<file path="src/rtl/lcg_pkg.sv">
// Shared types and default constants for the LCG next-state stage.
// The state enum and default generator parameters live here for the sequencer and its siblings.
package lcg_pkg;

    typedef enum logic [1:0] {
        ST_IDLE = 2'd0,
        ST_MUL  = 2'd1,
        ST_ADD  = 2'd2,
        ST_OUT  = 2'd3
    } lcg_state_e;

    localparam int LCG_WIDTH    = 4;
    localparam int LCG_A        = 5;
    localparam int LCG_C        = 3;
    localparam int LCG_SEED     = 1;
    localparam int LCG_MULT_LAT = 2;

endpackage

</file>
<file path="src/rtl/lcg_sequencer.sv">
// LCG next-state stage: sequences an external serial multiplier, adds C to its product and
// presents x_{n+1} = (A*x_n + C) mod 2^WIDTH on a valid/ready output.
module lcg_sequencer
    import lcg_pkg::*;
#(
    parameter int WIDTH    = LCG_WIDTH,
    parameter int A        = LCG_A,
    parameter int C        = LCG_C,
    parameter int SEED     = LCG_SEED,
    parameter int MULT_LAT = LCG_MULT_LAT
) (
    input  logic                 clk,
    input  logic                 rst,
    input  logic                 gen_enable,
    input  logic                 seed_load,
    input  logic [WIDTH-1:0]     seed_data,
    output logic [WIDTH-1:0]     mult_multiplicand,
    output logic [WIDTH-1:0]     mult_multiplier,
    output logic                 mult_enable,
    input  logic [2*WIDTH-1:0]   mult_result,
    input  logic                 mult_done,
    output logic                 out_valid,
    input  logic                 out_ready,
    output logic [WIDTH-1:0]     out_data,
    output logic                 err_mult
);

    localparam int CNT_W = (MULT_LAT > 1) ? $clog2(MULT_LAT) : 1;
    localparam logic [CNT_W-1:0]   CNT_LAST = CNT_W'(MULT_LAT - 1);
    localparam logic [WIDTH-1:0]   A_W      = WIDTH'(A);
    localparam logic [WIDTH-1:0]   SEED_W   = WIDTH'(SEED);
    localparam logic [2*WIDTH-1:0] C_EXT    = (2*WIDTH)'(C);

    lcg_state_e       state_q, state_d;
    logic [WIDTH-1:0] x_q, x_d;
    logic [CNT_W-1:0] cnt_q, cnt_d;
    logic             mult_en_q, mult_en_d;
    logic             out_valid_q, out_valid_d;
    logic [WIDTH-1:0] out_data_q, out_data_d;
    logic             err_q, err_d;
    logic [WIDTH-1:0] next_x;

    // Sum is formed at full product width; truncation is the mod 2^WIDTH.
    assign next_x = WIDTH'(mult_result + C_EXT);

    always_comb begin
        state_d     = state_q;
        x_d         = x_q;
        cnt_d       = cnt_q;
        mult_en_d   = mult_en_q;
        out_valid_d = out_valid_q;
        out_data_d  = out_data_q;
        err_d       = err_q;

        if (seed_load) begin
            x_d         = seed_data;
            cnt_d       = '0;
            mult_en_d   = 1'b0;
            out_valid_d = 1'b0;
            state_d     = ST_IDLE;
        end else begin
            case (state_q)
                ST_IDLE: begin
                    if (gen_enable) begin
                        state_d   = ST_MUL;
                        mult_en_d = 1'b1;
                        cnt_d     = '0;
                    end
                end
                ST_MUL: begin
                    // Completion is count-based: mult_done stays high once set.
                    if (cnt_q == CNT_LAST) begin
                        mult_en_d = 1'b0;
                        state_d   = ST_ADD;
                    end else begin
                        cnt_d = cnt_q + 1'b1;
                    end
                end
                ST_ADD: begin
                    if (!mult_done) begin
                        err_d = 1'b1;
                    end
                    x_d         = next_x;
                    out_data_d  = next_x;
                    out_valid_d = 1'b1;
                    state_d     = ST_OUT;
                end
                ST_OUT: begin
                    if (out_valid_q && out_ready) begin
                        out_valid_d = 1'b0;
                        if (gen_enable) begin
                            state_d   = ST_MUL;
                            mult_en_d = 1'b1;
                            cnt_d     = '0;
                        end else begin
                            state_d = ST_IDLE;
                        end
                    end
                end
                default: begin
                    state_d     = ST_IDLE;
                    mult_en_d   = 1'b0;
                    out_valid_d = 1'b0;
                end
            endcase
        end
    end

    always_ff @(posedge clk) begin
        if (!rst) begin
            state_q     <= ST_IDLE;
            x_q         <= SEED_W;
            cnt_q       <= '0;
            mult_en_q   <= 1'b0;
            out_valid_q <= 1'b0;
            out_data_q  <= '0;
            err_q       <= 1'b0;
        end else begin
            state_q     <= state_d;
            x_q         <= x_d;
            cnt_q       <= cnt_d;
            mult_en_q   <= mult_en_d;
            out_valid_q <= out_valid_d;
            out_data_q  <= out_data_d;
            err_q       <= err_d;
        end
    end

    assign mult_multiplicand = x_q;
    assign mult_multiplier   = A_W;
    assign mult_enable       = mult_en_q;
    assign out_valid         = out_valid_q;
    assign out_data          = out_data_q;
    assign err_mult          = err_q;

endmodule

</file>
<file path="config.mk">
export PLATFORM = sky130hd
export DESIGN_NAME = lcg_sequencer
export DESIGN_NICKNAME = d
export VERILOG_FILES = /design/src/rtl/lcg_pkg.sv /design/src/rtl/lcg_sequencer.sv
export SDC_FILE = /design/constraint.sdc
export NUM_CORES = 1
export LEC_CHECK = 0
export CAP_MARGIN = 30
export CORE_MARGIN = 8
export CORE_UTILIZATION = 45
export CTS_CLUSTER_DIAMETER = 60
export DETAILED_ROUTE_END_ITERATION = 10
export PLACE_DENSITY = 0.84
export SLEW_MARGIN = 30
export SYNTH_ARGS = -nofsm -noshare
export SYNTH_HDL_FRONTEND = slang
export SYNTH_SLANG_ARGS = --single-unit
</file>
<file path="constraint.sdc">
create_clock -name clk -period 4.64 [get_ports clk]
set_clock_uncertainty 0.2 [all_clocks]
set_input_delay 0.928 -clock clk [delete_from_list [all_inputs] [get_ports clk]]
set_output_delay 0.928 -clock clk [all_outputs]
set_load 0.1 [all_outputs]
</file>
# After elaboration in Yosys (flattened, before gate mapping)
# Cells that the tools add are included.
dict set report word_totals {
  inputBits 18
  out_inout_bits 15
  word_cells 47
  register_bits 14
}
dict set report classes {
  n_mux 17
  n_reduce_logical 12
  n_addsub 2
  eq_ne 6
  n_bitwise 3
}
# op count
set op_table {}
lappend op_table {{$reduce_and A3 Y1} 3}
lappend op_table {{$mux W1} 8}
lappend op_table {{$mux W4} 2}
lappend op_table {{$pmux W2 S4} 1}
lappend op_table {{$mux W2} 3}
lappend op_table {{$ne A2 B2 Y1 const B} 3}
lappend op_table {{$pmux W1 S3} 2}
lappend op_table {{$reduce_and A2 Y1} 3}
lappend op_table {{$add A4 B2 Y4 const B} 1}
lappend op_table {{$eq A2 B2 Y1 const B} 2}
lappend op_table {{$reduce_bool A2 Y1} 2}
lappend op_table {{$not A1 Y1} 3}
lappend op_table {{$reduce_bool A3 Y1} 1}
lappend op_table {{$eq A2 B1 Y1 const B} 1}
lappend op_table {{$logic_not A2 Y1} 1}
lappend op_table {{$pmux W1 S2} 1}
lappend op_table {{$reduce_or A2 Y1} 1}
lappend op_table {{$add A1 B1 Y1 const B} 1}
lappend op_table {{$logic_and A1 B1 Y1} 1}

# Longest topological paths before layout
dict set report logic_depth {
  ltp_word 3
  mapped_depth 6
  ltp_nobuf 5
}

# Worst setup path before layout
# OpenSTA, ideal clock, no wires.
dict set report synth_timing {
  path_type {register -> output}
  startpoint {register out_valid_q, in the netlist out_valid}
  endpoint {output out_valid}
  slack_ps 2513
  arrival_time_ps 999
  path_stages_with_launch 1
  t_required_ps 3512
  n_path_buf 0
  path_cell_list {dfxtp_1}
}
# element line_no
set synth_lines {}
lappend synth_lines {{start, declared} lcg_sequencer.sv:38} ;# logic out_valid_q, out_valid_d;
lappend synth_lines {{start signal, assigned} lcg_sequencer.sv:123} ;# out_valid_q <= out_valid_d;
lappend synth_lines {{end, declared} lcg_sequencer.sv:22} ;# output logic out_valid,
# No word-level cell between the ends.

# Worst setup path after layout
dict set report layout_timing {
  startpoint {register out_valid_q, in the netlist out_valid}
  endpoint {output out_valid}
}
# No word-level cell between the ends.

==> out/metrics.sh <==
FINAL.SETUP.TNS_NS=0
PATH_BUF_INV=1
SYNTH-SEQ-AREA-SHARE_PCT=34.7
GRT_ANTENNA_BEFORE_REPAIR=0
WORST_IR_DROP_VDD_mV=0.160
HOLDBUFCOUNTCTS=0
SYNTH-SEQ-CELLS=14
GRT_UTIL_ALL_LAYERS_PCT=11.6
FIRST_PASS_ITERS=3
MAX_CAP_VIOL_COUNT=0
WORST-SLEW-PIN-TRANSITION_NS=0.990
WORSTHOLDPATHTYPE='flop to flop'
REPORT.FINAL.SETUP_VIOL=0
ANTENNA_VIOLATING_NETS_REMAINING=0
DIE-WIDTH_MICRONS=58.4
DIEAREA_SQ_MM=0.00340
FINAL.MIN_CLOCK_PERIOD_NS=3.01
TIMING.FINAL.CRIT_SHARE_PCT=64.9
DELAY_OF_THE_SLOWEST_CELL_ON_THE_WORST_PATH_NS=1.17
SETUP.WORST_PATH.CLASS='flop to primary output'
FINALHOLDVIOLCOUNT=0
CLKSLEWWORSTSETUPHOLDPATHS_NS=0.09
CRITPATHMAXFANOUT=4
DR.MAX_LAYER_USED='met4'
OVERFLOW_LEFT_AFTER_GLOBAL_ROUTING=0
METAL3_WL_MICRONS=71
ROUTED-VIA-COUNT=692
WL_MET2_MICRONS=847
RSZ0062_AT_GRT='no'
FIRST_PASS_GRT_WIRE_LENGTH_MICRONS=3050
DRT-WIRELENGTH-PER-CELL_MICRONS=12.7
DRC=0
MAXIMUM_NUMBER_OF_PINS_ON_ONE_NET_BEFORE_GLOBAL_ROUTE_REPAIR=13
ROUTED_WL_MICRONS=1780
WIRELENGTH_MET1_MICRONS=814
SYNTH_AREA_PER_CELL_SQ_UM=8.77
CTS-HTREE-LEVELS=1
PLACEMENT.IO_BUFFERS=24
AREA_GROWTH_SYN_TO_LAYOUT_PCT=33.6
STATIC-LEAKAGE-POWER_uW=0.000440
RELSLEWSLACK_PCT=33.8
DIEHEIGHT_MICRONS=58.4
POWERDENSITY_mW_PER_MM2=278
CRITPATHARRIVALTIME_NS=1.89
RESULT_OF_THE_RUN='completed'
START_KIND='flop'
INITIAL_UTILIZATION_PCT=47.3
SYNTH.DISTINCT_CELLS=34
SYNTH-WARNING-COUNT=0
CLOCK-SINKS=14
MAXCLOCKFREQUENCY_MHz=332
CTS-BUFFERS-INSERTED=3
WORST_SETUP_PATH_END_KIND='primary output'
TIMING.HOLD.WS_NS=0.275
CTS-ROOT-BUF='sky130_fd_sc_hd__clkbuf_4'
WORST_EP_REQUIRED_TIME_NS=3.51
MAPPEDNETLISTAREA_SQ_UM=807
CTS-ROOT-TO-SINK-BUFFERS=2
FINALCOREUTILIZATION_PCT=63.2
POST_ROUTE_CELLS_DRIVE_ABOVE_1_SHARE_PCT=5.22
CELLS_TRAVERSED_ALONG_THE_WORST_TIMING_PATH='clkdlybuf4s50_1'
PLACE_CONGESTION=0.775
SLOWEST_STAGE_CELL_CP='sky130_fd_sc_hd__clkdlybuf4s50_1'
NUM_IO_PINS=33
CRIT_CELLS=1
PATH_DELAY_FAMILY='buffers and inverters'
NUM_ANTENNA_CELLS=0
INSERTION_DELAY_TO_THE_LATER_SINK_OF_THE_WORST_SKEW_PAIR_NS=0.29
SYN-INSTANCE-COUNT=92
WORST_R2R_PATH_DEPTH=5
HOLD_PATH_DEPTH=2
POSTCTSRESIZEDCELLS=0
TRITONCTS='yes'
ROWS=15
DP_HPWL_MICRONS=1390
DR.FIRST_ITER.DRC_COUNT=5
CTS_SETUP_BUFFERS=0
DETAILED_ROUTE_VIAS_PER_INSTANCE=4.94
FLOORPLAN.CORE_AREA_SQ_MM=0.00171
MAXSLEWVIOLCOUNT=0
FIRST_GLOBAL_VIAS=697
NNETSFINAL=141
FILL_CELLS=152
==> cell usage in the layout, fill, tap and decap left out, types with 3 or more instances in the layout <==
cell and n:
sky130_fd_sc_hd__a21boi_0 3, sky130_fd_sc_hd__clkdlybuf4s50_1 24, sky130_fd_sc_hd__nor2b_1 3, sky130_fd_sc_hd__ha_1 7
sky130_fd_sc_hd__inv_1 7, sky130_fd_sc_hd__dfxtp_1 14, sky130_fd_sc_hd__o21ai_0 5, sky130_fd_sc_hd__conb_1 4
sky130_fd_sc_hd__a21oi_1 6, sky130_fd_sc_hd__clkbuf_4 3, sky130_fd_sc_hd__nand2_1 10
==> report_power, final <==
group          switching [uW]  internal, uW
combinational            55.7          25.0
clock                    43.6          47.8
sequential               3.19           125
total                     103           197
==> sequential cells by signal, summed over array words and instances (netlist names) <==
name and cells:
mult_multiplicand 4, cnt_q 1, out_data 4, out_valid 1, err_mult 1, mult_enable 1, state_q 2
==> worst register-to-register path, cell delays in order, from the launching register on <==
cell	delay (ns)
sky130_fd_sc_hd__dfxtp_1	0.37
sky130_fd_sc_hd__inv_1	0.15
sky130_fd_sc_hd__ha_1	0.39
sky130_fd_sc_hd__nor2b_1	0.38
sky130_fd_sc_hd__mux2i_1	0.24
sky130_fd_sc_hd__nor2b_1	0.06
==> cell families after synthesis <==
| group | share of synthesized area [%] |
|---|---|
| flip-flops | 34.7 |
| XOR/XNOR | 1.09 |
| adder cells (fa/ha/maj) | 10.9 |
| buffers and inverters | 8.68 |
| AND/OR/NAND/NOR | 16.6 |
| multiplexers | 2.48 |
| other | 0.931 |
| AO/OA/AOI/OAI | 24.7 |
==> Yosys cell counts (all sizes together) <==
library cell / instances / share of area (%)
o211ai: 2 / 1.9
xnor2: 1 / 1.1
nor2b: 3 / 2.3
nor3b: 2 / 1.9
ha: 7 / 11
nor2: 1 / 0.46
o31ai: 1 / 0.93
a21boi: 4 / 5.1
mux2i: 2 / 2.5
nor3: 2 / 1.2
o21ai: 5 / 3.1
buf: 6 / 5.0
dfxtp: 14 / 35
a31oi: 1 / 0.78
or4b: 1 / 1.2
nand3: 2 / 1.2
and2b: 1 / 0.93
nand2b: 1 / 0.78
a21oi: 6 / 3.7
or3: 1 / 0.78
and3b: 1 / 1.1
o21a: 1 / 0.93
a2111oi: 2 / 2.3
inv: 7 / 3.3
a21bo: 1 / 1.2
a2bb2oi: 1 / 1.1
o211a: 2 / 2.5
o32ai: 1 / 1.1
clkbuf: 1 / 0.46
nand2: 10 / 4.7
conb: 2 / 0.93
==> through the flow <==
stage                     cells  instance area [sq um]  setup WS (ns)  power [uW]
after global placement      136                   1040           1.95         210
after CTS                   140                   1080           1.62         301
final                       140                   1080           1.63         300
after global routing        140                   1080           1.59         311
after floorplan              94                    815           2.51         191
after detailed placement    136                   1040           1.94         211
==> cell type report <==
type / count / area (sq um) / share of cell area [%]
clock buffer: 4 / 36.3 / 3.36
inverter: 7 / 26.3 / 2.44
multi-input combinational: 66 / 464 / 43.0
sequential: 14 / 280 / 26.0
tap: 25 / 31.3 / 2.90
timing repair buffer: 24 / 240 / 22.3
==> final timing paths <==
| check | startpoint | end | slack [ns] |
|---|---|---|---|
| worst max-delay path | out_valid$_SDFFE_PP0P_ | out_valid | 1.63 |
| worst min-delay path | mult_enable$_SDFFE_PP0P_ | mult_enable$_SDFFE_PP0P_ | 0.27 |
| worst max register to register | state_q[0]$_SDFFE_PP0P_ | out_data[2]$_SDFFE_PN0P_ | 2.75 |
| worst min register to register | mult_enable$_SDFFE_PP0P_ | mult_enable$_SDFFE_PP0P_ | 0.27 |
==> metal layers <==
layer	vias to the layer above	GRT usage [%]
met5	-	0
met4	0	9.09
met3	5	2.39
met2	18	18.7
met1	310	12.9
li1	359	-
(Power assumes the default switching activity.)
